$ cat src/rtl/lcd_hex_writer_if.sv
// Host-side and LCD-side signal bundle for lcd_hex_writer.
//   value  : word to display (host -> writer)
//   start  : one-cycle write request (host -> writer)
//   busy   : writer is initialising or writing; start ignored (writer -> host)
//   lcd_rs : register select, 0 = command, 1 = data (writer -> LCD)
//   lcd_rw : read/write, held 0 (writer -> LCD)
//   lcd_e  : enable strobe (writer -> LCD)
//   lcd_db : 8-bit data bus (writer -> LCD)
// Modports: master = host/bench side, slave = writer side.
interface lcd_hex_writer_if;
  logic [31:0] value;
  logic        start;
  logic        busy;
  logic        lcd_rs;
  logic        lcd_rw;
  logic        lcd_e;
  logic [7:0]  lcd_db;

  modport master (
    output value, start,
    input  busy, lcd_rs, lcd_rw, lcd_e, lcd_db
  );

  modport slave (
    input  value, start,
    output busy, lcd_rs, lcd_rw, lcd_e, lcd_db
  );
endinterface

$ cat src/rtl/lcd_hex_writer.sv
// Write-only HD44780-compatible character-LCD driver, 8-bit bus mode.
// After reset it waits PWRUP_CYC cycles, sends the init commands
// 0x38, 0x0C, 0x06, 0x01, then idles. A start request latches bus.value
// and writes it as 8 upper-case hex characters at line 1, columns 0-7
// (command 0x80 followed by 8 data bytes, most significant nibble first).
// Every byte: SETUP_CYC cycles with E low, EN_CYC cycles with E high, then
// CMD_WAIT_CYC (CLR_WAIT_CYC after the clear command) cycles with E low.
//
// Ports:
//   clk   : system clock
//   rst_n : asynchronous active-low reset
//   bus   : lcd_hex_writer_if.slave (value/start in; busy, lcd_* out)
//
// Optional feature macro: LCD_AUTO_REFRESH_EN
//   When defined, the writer also starts a write on its own whenever, while
//   idle, bus.value differs from the last word latched for display.
module lcd_hex_writer #(
  parameter int unsigned PWRUP_CYC    = 750000,
  parameter int unsigned SETUP_CYC    = 4,
  parameter int unsigned EN_CYC       = 12,
  parameter int unsigned CMD_WAIT_CYC = 2500,
  parameter int unsigned CLR_WAIT_CYC = 82000
) (
  input  logic              clk,
  input  logic              rst_n,
  lcd_hex_writer_if.slave   bus
);

  localparam int unsigned MAX_A   = (PWRUP_CYC > CLR_WAIT_CYC) ? PWRUP_CYC : CLR_WAIT_CYC;
  localparam int unsigned MAX_B   = (CMD_WAIT_CYC > EN_CYC) ? CMD_WAIT_CYC : EN_CYC;
  localparam int unsigned MAX_C   = (MAX_B > SETUP_CYC) ? MAX_B : SETUP_CYC;
  localparam int unsigned MAX_CYC = (MAX_A > MAX_C) ? MAX_A : MAX_C;
  localparam int unsigned CNT_W   = $clog2(MAX_CYC) + 1;
  localparam int unsigned IDX_W   = 4;

  // Counters hold "cycles remaining minus one" for the current phase
  localparam logic [CNT_W-1:0] PWRUP_LD = CNT_W'(PWRUP_CYC - 1);
  localparam logic [CNT_W-1:0] SETUP_LD = CNT_W'(SETUP_CYC - 1);
  localparam logic [CNT_W-1:0] EN_LD    = CNT_W'(EN_CYC - 1);
  localparam logic [CNT_W-1:0] CMD_LD   = CNT_W'(CMD_WAIT_CYC - 1);
  localparam logic [CNT_W-1:0] CLR_LD   = CNT_W'(CLR_WAIT_CYC - 1);

  localparam logic [IDX_W-1:0] INIT_LAST  = IDX_W'(3);
  localparam logic [IDX_W-1:0] WRITE_LAST = IDX_W'(8);

  typedef enum logic [1:0] {
    ST_PWRUP = 2'd0,
    ST_INIT  = 2'd1,
    ST_IDLE  = 2'd2,
    ST_WRITE = 2'd3
  } state_e;

  typedef enum logic [1:0] {
    PH_SETUP  = 2'd0,
    PH_ENABLE = 2'd1,
    PH_WAIT   = 2'd2
  } phase_e;

  state_e           state_q, state_d;
  phase_e           phase_q, phase_d;
  logic [IDX_W-1:0] idx_q, idx_d;
  logic [CNT_W-1:0] cnt_q, cnt_d;
  logic [31:0]      word_q, word_d;

  logic             busy_q, busy_d;
  logic             rs_q, rs_d;
  logic             e_q, e_d;
  logic [7:0]       db_q, db_d;

  logic             accept;
  logic             clr_byte;
  logic [IDX_W-1:0] last_idx;

  // Upper-case ASCII for one hex nibble
  function automatic logic [7:0] hex_ascii(input logic [3:0] n);
    hex_ascii = (n < 4'd10) ? (8'h30 + 8'(n)) : (8'h37 + 8'(n));
  endfunction

  // RS and DB for byte idx of the init sequence or of the display write
  function automatic logic [8:0] byte_of(input state_e st, input logic [IDX_W-1:0] idx,
                                         input logic [31:0] word);
    logic [2:0] nib_pos;
    logic [3:0] nib;
    nib_pos = 3'(WRITE_LAST - idx);
    nib     = 4'(word >> {nib_pos, 2'b00});
    if (st == ST_INIT) begin
      case (idx)
        IDX_W'(0): byte_of = {1'b0, 8'h38};
        IDX_W'(1): byte_of = {1'b0, 8'h0C};
        IDX_W'(2): byte_of = {1'b0, 8'h06};
        default:   byte_of = {1'b0, 8'h01};
      endcase
    end else if (idx == IDX_W'(0)) begin
      byte_of = {1'b0, 8'h80};
    end else begin
      byte_of = {1'b1, hex_ascii(nib)};
    end
  endfunction

`ifdef LCD_AUTO_REFRESH_EN
  // word_q doubles as the shadow of the last word latched for display
  assign accept = bus.start || (bus.value != word_q);
`else
  assign accept = bus.start;
`endif

  // The clear command needs the long post-strobe wait
  assign clr_byte = !rs_q && (db_q == 8'h01);
  assign last_idx = (state_q == ST_INIT) ? INIT_LAST : WRITE_LAST;

  // State register
  always_ff @(posedge clk or negedge rst_n) begin
    if (!rst_n) begin
      state_q <= ST_PWRUP;
      phase_q <= PH_SETUP;
      idx_q   <= '0;
      cnt_q   <= PWRUP_LD;
      word_q  <= '0;
    end else begin
      state_q <= state_d;
      phase_q <= phase_d;
      idx_q   <= idx_d;
      cnt_q   <= cnt_d;
      word_q  <= word_d;
    end
  end

  // Next-state logic: power-up wait, byte sequencing and phase timing
  always_comb begin
    state_d = state_q;
    phase_d = phase_q;
    idx_d   = idx_q;
    cnt_d   = cnt_q;
    word_d  = word_q;
    case (state_q)
      ST_PWRUP: begin
        if (cnt_q == '0) begin
          state_d = ST_INIT;
          phase_d = PH_SETUP;
          idx_d   = '0;
          cnt_d   = SETUP_LD;
        end else begin
          cnt_d = cnt_q - CNT_W'(1);
        end
      end
      ST_IDLE: begin
        if (accept) begin
          state_d = ST_WRITE;
          phase_d = PH_SETUP;
          idx_d   = '0;
          cnt_d   = SETUP_LD;
          word_d  = bus.value;
        end
      end
      default: begin
        if (cnt_q != '0) begin
          cnt_d = cnt_q - CNT_W'(1);
        end else begin
          case (phase_q)
            PH_SETUP: begin
              phase_d = PH_ENABLE;
              cnt_d   = EN_LD;
            end
            PH_ENABLE: begin
              phase_d = PH_WAIT;
              cnt_d   = clr_byte ? CLR_LD : CMD_LD;
            end
            default: begin
              phase_d = PH_SETUP;
              cnt_d   = SETUP_LD;
              if (idx_q == last_idx) begin
                state_d = ST_IDLE;
              end else begin
                idx_d = idx_q + IDX_W'(1);
              end
            end
          endcase
        end
      end
    endcase
  end

  // Output logic: next register values derived from the next state
  always_comb begin
    busy_d = (state_d != ST_IDLE);
    e_d    = 1'b0;
    rs_d   = rs_q;
    db_d   = db_q;
    if (state_d == ST_INIT || state_d == ST_WRITE) begin
      e_d          = (phase_d == PH_ENABLE);
      {rs_d, db_d} = byte_of(state_d, idx_d, word_d);
    end
  end

  // Output registers; reset drops E immediately
  always_ff @(posedge clk or negedge rst_n) begin
    if (!rst_n) begin
      busy_q <= 1'b1;
      rs_q   <= 1'b0;
      e_q    <= 1'b0;
      db_q   <= 8'h00;
    end else begin
      busy_q <= busy_d;
      rs_q   <= rs_d;
      e_q    <= e_d;
      db_q   <= db_d;
    end
  end

  assign bus.busy   = busy_q;
  assign bus.lcd_rs = rs_q;
  assign bus.lcd_rw = 1'b0;
  assign bus.lcd_e  = e_q;
  assign bus.lcd_db = db_q;

endmodule

$ cat src/flat_wrapper.sv
// flat-port wrapper written by rule: the top's interface ports become plain ports
module lcd_hex_writer_flat 
#(
  parameter int unsigned PWRUP_CYC    = 750000,
  parameter int unsigned SETUP_CYC    = 4,
  parameter int unsigned EN_CYC       = 12,
  parameter int unsigned CMD_WAIT_CYC = 2500,
  parameter int unsigned CLR_WAIT_CYC = 82000
)
  (clk, rst_n, bus_value, bus_start, bus_busy, bus_lcd_rs, bus_lcd_rw, bus_lcd_e, bus_lcd_db);
  lcd_hex_writer_if bus_i ();
  input  logic clk;
  input  logic rst_n;
  input wire logic [$bits(bus_i.value)-1:0] bus_value;
  input wire logic [$bits(bus_i.start)-1:0] bus_start;
  output wire logic [$bits(bus_i.busy)-1:0] bus_busy;
  output wire logic [$bits(bus_i.lcd_rs)-1:0] bus_lcd_rs;
  output wire logic [$bits(bus_i.lcd_rw)-1:0] bus_lcd_rw;
  output wire logic [$bits(bus_i.lcd_e)-1:0] bus_lcd_e;
  output wire logic [$bits(bus_i.lcd_db)-1:0] bus_lcd_db;
  assign bus_i.value = bus_value;
  assign bus_i.start = bus_start;
  assign bus_busy = bus_i.busy;
  assign bus_lcd_rs = bus_i.lcd_rs;
  assign bus_lcd_rw = bus_i.lcd_rw;
  assign bus_lcd_e = bus_i.lcd_e;
  assign bus_lcd_db = bus_i.lcd_db;
  lcd_hex_writer #(.PWRUP_CYC(PWRUP_CYC), .SETUP_CYC(SETUP_CYC), .EN_CYC(EN_CYC), .CMD_WAIT_CYC(CMD_WAIT_CYC), .CLR_WAIT_CYC(CLR_WAIT_CYC)) u_core (.clk(clk), .rst_n(rst_n), .bus(bus_i));
endmodule
$ cat config.mk
export PLATFORM = sky130hd
export DESIGN_NAME = lcd_hex_writer_flat
export DESIGN_NICKNAME = d
export VERILOG_FILES = /design/src/rtl/lcd_hex_writer_if.sv /design/src/rtl/lcd_hex_writer.sv /design/src/flat_wrapper.sv
export SDC_FILE = /design/constraint.sdc
export NUM_CORES = 1
export LEC_CHECK = 0
export BUFFER_PORTS_ARGS = -buffer_cell sky130_fd_sc_hd__buf_2
export CAP_MARGIN = 30
export CORE_UTILIZATION = 39
export DETAILED_ROUTE_END_ITERATION = 8
export GPL_TIMING_DRIVEN = 0
export MAX_ROUTING_LAYER = met4
export PLACE_DENSITY = 0.65
export SLEW_MARGIN = 5
export SYNTH_ARGS = -nofsm -noshare
export SYNTH_HDL_FRONTEND = slang
export SYNTH_SLANG_ARGS = --single-unit
$ cat constraint.sdc
create_clock -name clk -period 6.6 [get_ports clk]
set_input_delay 0.66 -clock clk [delete_from_list [all_inputs] [get_ports clk]]
set_output_delay 0.66 -clock clk [all_outputs]
set_load 0.01 [all_outputs]
# Yosys cells after proc, flatten, opt, wreduce, memory -nomap -nowiden
# Index checks and enable logic that the tools add are counted.
# word_totals
regBits	72
out_inout_bits	12
wordCells	68
input_bits	35
# classes
magnitude_cmp	1
n_eq_ne	12
muxes	31
shifts	1
add_sub_neg	5
n_reduce_logical	9
# ops
cell	n
$pmux W21 S2	2
$mux W32	2
$mux W21	3
$shr A32 B5 Y4	1
$mux W4	6
$logic_not A21 Y1	1
$reduce_bool A21 Y1	1
$sub A21 B1 Y21 const B	1
$mux W9	2
$pmux W6 S3	1
$mux W17	1
$mux W2	8
$add A6 B4 Y7 const A	2
$pmux W2 S2	3
$eq A2 B1 Y1 const B	4
$eq A8 B1 Y1 const B	1
$mux W8	1
$pmux W4 S2	1
$add A4 B1 Y4 const B	1
$eq A2 B2 Y1 const B	2
$eq A4 B1 Y1 const B	1
$eq A4 B2 Y1 const B	1
$eq A4 B4 Y1	1
$logic_not A2 Y1	2
other kinds (9)	10

# Longest topological paths before layout
# Gate-level depths: netlist (run 1).
# logic_depth
word_depth	13
ltp_mapped	19
ltp_nobuf	18

# Worst setup path after synthesis (run 1)
# Ideal clock, no wire load.
# synth_timing
path_kind	reg-to-reg
start	register u_core.cnt_q[0]
end	register u_core.db_q[2], in the netlist u_core.bus.lcd_db[2]
slack_ns	1.947
path_buffers	1
path_stages_with_launch	20
required_time_ns	6.474
period_less_slack_ns	4.653
t_arrival_ns	4.527
path_cell_list	dfstp_2 > inv_1 > ha_1 > nor3b_2 > and4_1 > nand2_1 > or4b_2 > mux2i_1 > o22a_1 > ha_1 > clkbuf_1 > o21ai_0 > mux2_4 > nand2_8 > mux4_2 > o211ai_2 > ha_1 > and2b_1 > o21ai_1 > a221o_1
# synth_via
elab_chain_len	9
word_cells_on_any_way	23
# synth_rtl
element	line	text
from (decl)	lcd_hex_writer.sv:62	logic [CNT_W-1:0] cnt_q, cnt_d;
from (signal assigned)	lcd_hex_writer.sv:123	cnt_q <= cnt_d;
$reduce_bool A21 Y1 / $logic_not A21 Y1 (equally long branches)	lcd_hex_writer.sv:156, lcd_hex_writer.sv:137	
$mux W4, on equally long branches	lcd_hex_writer.sv:156, lcd_hex_writer.sv:137	
$pmux W4 S2	lcd_hex_writer.sv:135	case (state_q)
$sub A1 B3 Y3	lcd_hex_writer.sv:84	nib_pos = 3'(WRITE_LAST - idx);
$shr A32 B5 Y4	lcd_hex_writer.sv:85	nib = 4'(word >> {nib_pos, 2'b00});
$add A6 B4 Y7 / $lt A4 B4 Y1 (equally long branches)	lcd_hex_writer.sv:76	hex_ascii = (n < 4'd10) ? (8'h30 + 8'(n)) : (8'h37 + 8'(n));
$mux W8	lcd_hex_writer.sv:76	
$mux W9	lcd_hex_writer.sv:93	end else if (idx == IDX_W'(0)) begin
$mux W9	lcd_hex_writer.sv:86	if (st == ST_INIT) begin
to (signal assigned)	lcd_hex_writer.sv:201	db_q <= 8'h00;
to (signal assigned)	lcd_hex_writer.sv:206	db_q <= db_d;
to (decl)	lcd_hex_writer.sv:68	logic [7:0] db_q, db_d;
# Several ways; a longest one is shown, not always the timed one.
# A chain may end at the register's enable or synchronous reset.

# Worst setup path in the final report (run 1)
# layout_timing
start	register u_core.cnt_q[0]
end	register u_core.db_q[4], in the netlist u_core.bus.lcd_db[4]
# Same word-level chain as after synthesis.

==> reports/summary.txt, run 1 <==
Crit start category: register
DR vias/cell: 5.47
Setup TNS: 0 ns
DIE WIDTH: 103 um
Crit. End Element: register
CTS Buffer Depth: 2
Cell Rows: 36
Worst-Margin Slew: 0.924 ns
Via count: 3161
CTS tree: done
Routed Wire Length: 9.05 mm
Crit-path slowest cell: or4b_2
Maxcap violations: 0
Share of cells above drive strength 1: 30.3%
Clock tree sinks: 72
Portion of netlist area occupied by mux cells: 14.8%
Worst-path clk slew: 0.08 ns
H-tree Lvls: 3
Post-synth cell types: 70
WL/cell: 15.7 um
RSZ-0062 raised after global routing: false
Number of enable flip-flop cells after synthesis: 0
Fin. max-slew vios: 0
Commonest non-fill, non-tap cells in the layout: dfrtp_1, buf_2, mux2_2, nand2_1, o21ai_0
Fmax: 0.184 GHz
Grt ovf: 0
CTS-repair resized insts: 0
Leak: 2.10 nW
Power Density: 215 nW/um2
Crit-path leading delay family: simple AND/OR/NAND/NOR gates
First-pass GRT wire length: 15.3 mm
Initial core utilization: 40.7%
Most common cell after layout, fill and taps aside: dfrtp_1
Post-synthesis simple-gate area fraction: 18.8%
Area Overhead vs Synth: 16.2%
Die Ht: 103 um
Residual DRC: 0
Crit-path max cell delay: 0.64 ns
Cell area after synthesis: 4010 um2
Critical path buffer and inverter count: 2
ANT nets after route: 0
Post-synth ARST share: 100%
Clk_lat worst skew: 0.35 ns
I/O Buffers: 45
Stages on worst setup path: 19
Compound-cell area share of the yosys netlist: 15.5%
Initial antenna violation count: 0
Yosys warning total: 0
Fin nets: 481
CTS Buf Count: 9
GRT Resource Usage Total: 19.3%
Crit path DAT: 5.68 ns
Primary FF master, synth: dfrtp_1
Register bit total from synthesis: 72
FF-to-FF path depth: 19
Cell count after synthesis: 383
DP Wirelength: 6.70 mm
Die Area: 10700 um2
RD Place Congestion: 0.841
Iteration-0 DRC Markers: 190
Syn Area/Cell: 10.5 um2
Period utilisation layout: 82.4%
Critical path required time: 6.84 ns
Area of the multi-input gates: 2080 um2
Root Buffer: clkbuf_8
Fillers: 936
CP max FO: 8
Post-Synth Adder-Cell Area: 1.87%
Register area share after synthesis: 45.4%
Most used cell, CP: ha_1
Vias in the first global route: 3193
Critical-path cell list: inv_1 -> ha_1 -> nor3b_2 -> and4_1 -> nand2_1 -> or4b_2 -> mux2i_1 -> o22a_1 -> ha_1 -> clkbuf_1 -> o21ai_0 -> mux2_4 -> nand2_8 -> mux2i_1 -> mux4_1 -> ha_1 -> o21ai_0 -> o41ai_1 -> a221o_1
Status: complete, no violations
Seq. cell area: 1820 um2
Fin. Hold Viols: 0
VDD IR max: 0.160 mV
Largest net degree at the start of global routing: 68
Worst hold slack: 0.119 ns
Hold bufs inserted after CTS: 0
ANT cells: 0
Mapped Nets: 424
Fin util: 47.2%
# Post-CTS Setup Buffers: 0
Synth Area in XOR/XNOR: 0.873%
DR pass1 iterations: 5
Setup Skew: 0.0130 ns
Critical Setup Path Class: register to register
Relative slew slack: 37.8%
Core Box Area: 9860 um2
Largest family of logic cells by synthesized area: simple AND/OR/NAND/NOR gates
Final setup vio count: 0
Ports: 47
Minimum clock period: 5.44 ns
Worst min path class: input pin to async pin
## metrics by stage
step	setup slack (ns)	instances	area (um2)	total power, W
4_1_cts	1.15	578	4660	0.00102
2_1_floorplan	1.95	383	4010	0.000571
3_5_place_dp	1.20	562	4430	0.000611
3_3_place_gp	1.32	561	4400	0.000603
5_1_grt	0.760	578	4660	0.00105
6_report	1.16	578	4660	0.00100
## final timing paths
kind	start	endpoint	slack, ns
min in group clk	u_core.word_q[17]$_DFF_PN0_	u_core.word_q[17]$_DFF_PN0_	0.50
setup reg to reg	u_core.cnt_q[0]$_DFFE_PN1P_	u_core.bus.lcd_db[4]$_DFFE_PN0P_	1.16
setup / recovery	u_core.cnt_q[0]$_DFFE_PN1P_	u_core.bus.lcd_db[4]$_DFFE_PN0P_	1.16
hold reg to reg	u_core.word_q[17]$_DFF_PN0_	u_core.word_q[17]$_DFF_PN0_	0.50
max in group asynchronous	rst_n	u_core.cnt_q[3]$_DFFE_PN1P_	5.90
hold / removal	rst_n	u_core.cnt_q[18]$_DFFE_PN0P_	0.12
## synth_stat cells, types with 6 or more instances
library cell / number / area (um2)
a21oi_1: 23 / 115
clkbuf_1: 9 / 33.8
dfrtp_1: 58 / 1450
dfstp_2: 14 / 368
ha_1: 6 / 75.1
inv_1: 12 / 45.0
mux2_2: 35 / 394
mux2i_1: 7 / 70.1
nand2_1: 34 / 128
nand3_1: 14 / 70.1
nor2_1: 26 / 97.6
nor3_1: 14 / 70.1
o21ai_0: 30 / 150
o22a_1: 6 / 52.6
or3_1: 7 / 43.8
## layer usage
metal / vias to the layer above / routed length (um) / global-route usage (%)
met2: 60 / 4530 / 31.4
met4: 0 / 120 / 6.28
met5: - / 0 / -
met3: 11 / 359 / 4.97
met1: 1560 / 4040 / 23.4
li1: 1530 / - / -
## logic make-up (layout without fill, tap and decap cells)
family,count (synthesis),after routing
flip-flops,72,72
other,1,1
AO/OA/AOI/OAI,93,93
AND/OR/NAND/NOR,132,132
adder cells (fa/ha/maj),6,6
multiplexers,48,48
XOR/XNOR,4,4
buffers and inverters,27,89
## layout make-up
cell class                 instances  area share (%)
sequential                        72            39.0
clock inverter                     5            1.85
inverter                          13            1.05
tap                              133            3.57
clock buffer                      11            3.03
buffer                            14            1.29
multi-input combinational        284            44.7
timing repair buffer              46            5.48
## registers in the layout (all words and copies together), names as in the netlist, 2 cells and up
name and cells:
u_core.bus.lcd_db 8, u_core.idx_q 4, u_core.phase_q 2, u_core.cnt_q 21
u_core.state_q 2, u_core.word_q 32
## where the power goes
part	switching [W]	internal [W]
registers	0.0000376	0.000485
clock network	0.000172	0.000227
logic	0.0000408	0.0000393
total	0.000251	0.000751
No activity file was read; power rests on OpenSTA's default activity.
==> run 2: changes to the inputs <==
- clock period: 6.6 -> 5.24 ns (I/O delays scaled with it)
==> reports/summary.txt, run 2 (synthesis results as in run 1) <==
Status: complete, no violations
Clock power frac: 39.7%
GRT Resource Usage Total: 19.3%
RSZ-0062 raised after global routing: false
Minimum clock period: 4.94 ns
Placed Cells: 562
Hold depth: 2
Critical path required time: 5.48 ns
Core Box Area: 9860 um2
Grt ovf: 0
ANT nets after route: 0
Leak: 2.12 nW
Largest net degree at the start of global routing: 68
Routed Wire Length: 9.09 mm
Via count: 3184
Area Overhead vs Synth: 17.3%
Fin nets: 483
Switch share: 25.3%
Setup Skew: 0.0130 ns
Crit path DAT: 5.18 ns
Vias in the first global route: 3200
Internal power: 0.000948 W
Ports: 47
CTS Buffer Depth: 2
I/O Buffers: 45
Crit. End Element: register
Power Density: 270 nW/um2
First-pass GRT wire length: 15.3 mm
Die Ht: 103 um
Clock tree sinks: 72
Relative slew slack: 34.3%
Pwr Total: 0.00127 W
DP Wirelength: 6.70 mm
WL/cell: 15.7 um
Final setup vio count: 0
RD Place Congestion: 0.841
Residual DRC: 0
Worst min path class: input pin to register
DIE WIDTH: 103 um
CTS Buf Count: 9
Iteration-0 DRC Markers: 225
Die Area: 10700 um2
Root Buffer: clkbuf_8
Initial core utilization: 40.7%
Critical Setup Path Class: register to register
Commonest non-fill, non-tap cells in the layout: dfrtp_1, buf_2, mux2_2, nand2_1, o21ai_0
Worst-path clk slew: 0.08 ns
Initial antenna violation count: 0
Logic pwr share: 8.2%
Biggest register: u_core.word_q
FF-to-FF path depth: 18
Cell Rows: 36
Worst-Margin Slew: 0.976 ns
R2R setup slack: 0.30 ns
Most common cell after layout, fill and taps aside: dfrtp_1
Fmax: 0.202 GHz
Share of cells above drive strength 1: 31.3%
Switch Pwr: 0.000322 W
Fin. max-slew vios: 0
Max FFs per register: 32
Worst hold slack: 0.394 ns
Fin. Hold Viols: 0
DR pass1 iterations: 4
VDD IR max: 0.201 mV
Period utilisation layout: 94.3%
Part of the power in registers: 52.1%
CTS tree: done
H-tree Lvls: 3
Pre-CTS setup slack: -0.160 ns
DR vias/cell: 5.49
ANT cells: 0
Hold path startpoint: bus_value[13]
Reg2reg end: u_core.bus.lcd_db[4]$_DFFE_PN0P_
Clk_lat worst skew: 0.36 ns
FF-to-FF Start: u_core.cnt_q[0]$_DFFE_PN1P_
CP max FO: 8
Setup TNS: 0 ns
Maxcap violations: 0
Crit start category: register
Final worst slack: 0.300 ns
Hold Path Sink: u_core.word_q[13]$_DFF_PN0_
Layout Cells excl Fill: 580
-- run 2: cell types whose count changed in the layout (fill, tap and decap cells not counted), sizes merged --
cell         before  now
clkbuf           20   19
buf              51   53
dlygate4sd3       0    1
-- run 2: routing by layer --
layer	GRT usage, %	up-vias	routed length, um
li1	-	1542	-
met1	23.3	1545	4060
met2	31.4	79	4430
met3	4.97	18	412
met4	6.28	0	184
met5	-	-	0
-- run 2: layout make-up --
cell class / count / area, um2
clock buffers: 11 / 141
well taps: 133 / 166
multi-input cells: 284 / 2110
fillers: 927 / 5160
plain buffers: 13 / 56.3
flip-flops and latches: 72 / 1820
clock inverters: 5 / 86.3
inverters: 13 / 48.8
repair buffers: 49 / 280
-- run 2: per-stage QoR --
step / util [%] / area [um2]
finish: 47.7 / 4700
global route: 47.7 / 4700
CTS: 47.3 / 4670
detailed placement: 44.9 / 4430
global placement: 44.6 / 4400
floorplan: - / 4010
-- run 2: power groups by stage --
stage	clock, W	combinational, W	sequential, W
6_report	0.000504	0.000105	0.000661
3_5_place_dp	0	0.000103	0.000667
5_1_grt	0.000538	0.000121	0.000668
2_1_floorplan	0	0.0000648	0.000655
4_1_cts	0.000521	0.000104	0.000657
3_3_place_gp	0	0.0000944	0.000665
-- run 2: how the worst max path moves through the flow --
stage	from	end	slack (ns)	cells past startpoint
3_3_place_gp	u_core.cnt_q[0]$_DFFE_PN1P_	u_core.bus.lcd_db[4]$_DFFE_PN0P_	-0.04	19
4_1_cts	u_core.cnt_q[0]$_DFFE_PN1P_	u_core.bus.lcd_db[4]$_DFFE_PN0P_	0.06	18
2_1_floorplan	u_core.cnt_q[0]$_DFFE_PN1P_	u_core.bus.lcd_db[2]$_DFFE_PN0P_	0.59	19
3_5_place_dp	u_core.cnt_q[0]$_DFFE_PN1P_	u_core.bus.lcd_db[4]$_DFFE_PN0P_	-0.16	19
5_1_grt	u_core.cnt_q[0]$_DFFE_PN1P_	u_core.bus.lcd_db[4]$_DFFE_PN0P_	0.01	18
6_report	u_core.cnt_q[0]$_DFFE_PN1P_	u_core.bus.lcd_db[4]$_DFFE_PN0P_	0.30	18
-- run 2: repair_timing --
action                     4_1_cts  5_1_grt
resized for setup                1        5
hold buffers                     1        0
setup endpoints to repair        5        6
pin swaps                        0        1
hold endpoints to repair         2        0
gates cloned                     0        0
buffers inserted                 0        2
-- run 2: worst max-delay path, stage by stage (launching register included) --
cell     delay, ns
dfstp_2       0.39
inv_1         0.05
ha_1          0.21
nor3b_4       0.26
and4_4        0.29
nand2_1       0.11
or4b_2        0.63
mux2i_1       0.14
o22a_2        0.28
ha_4          0.21
a21o_1        0.17
mux2_4        0.32
nand2_8       0.12
mux2i_1       0.09
mux4_1        0.59
ha_1          0.25
o21ai_0       0.20
o41ai_1       0.17
a221o_1       0.35
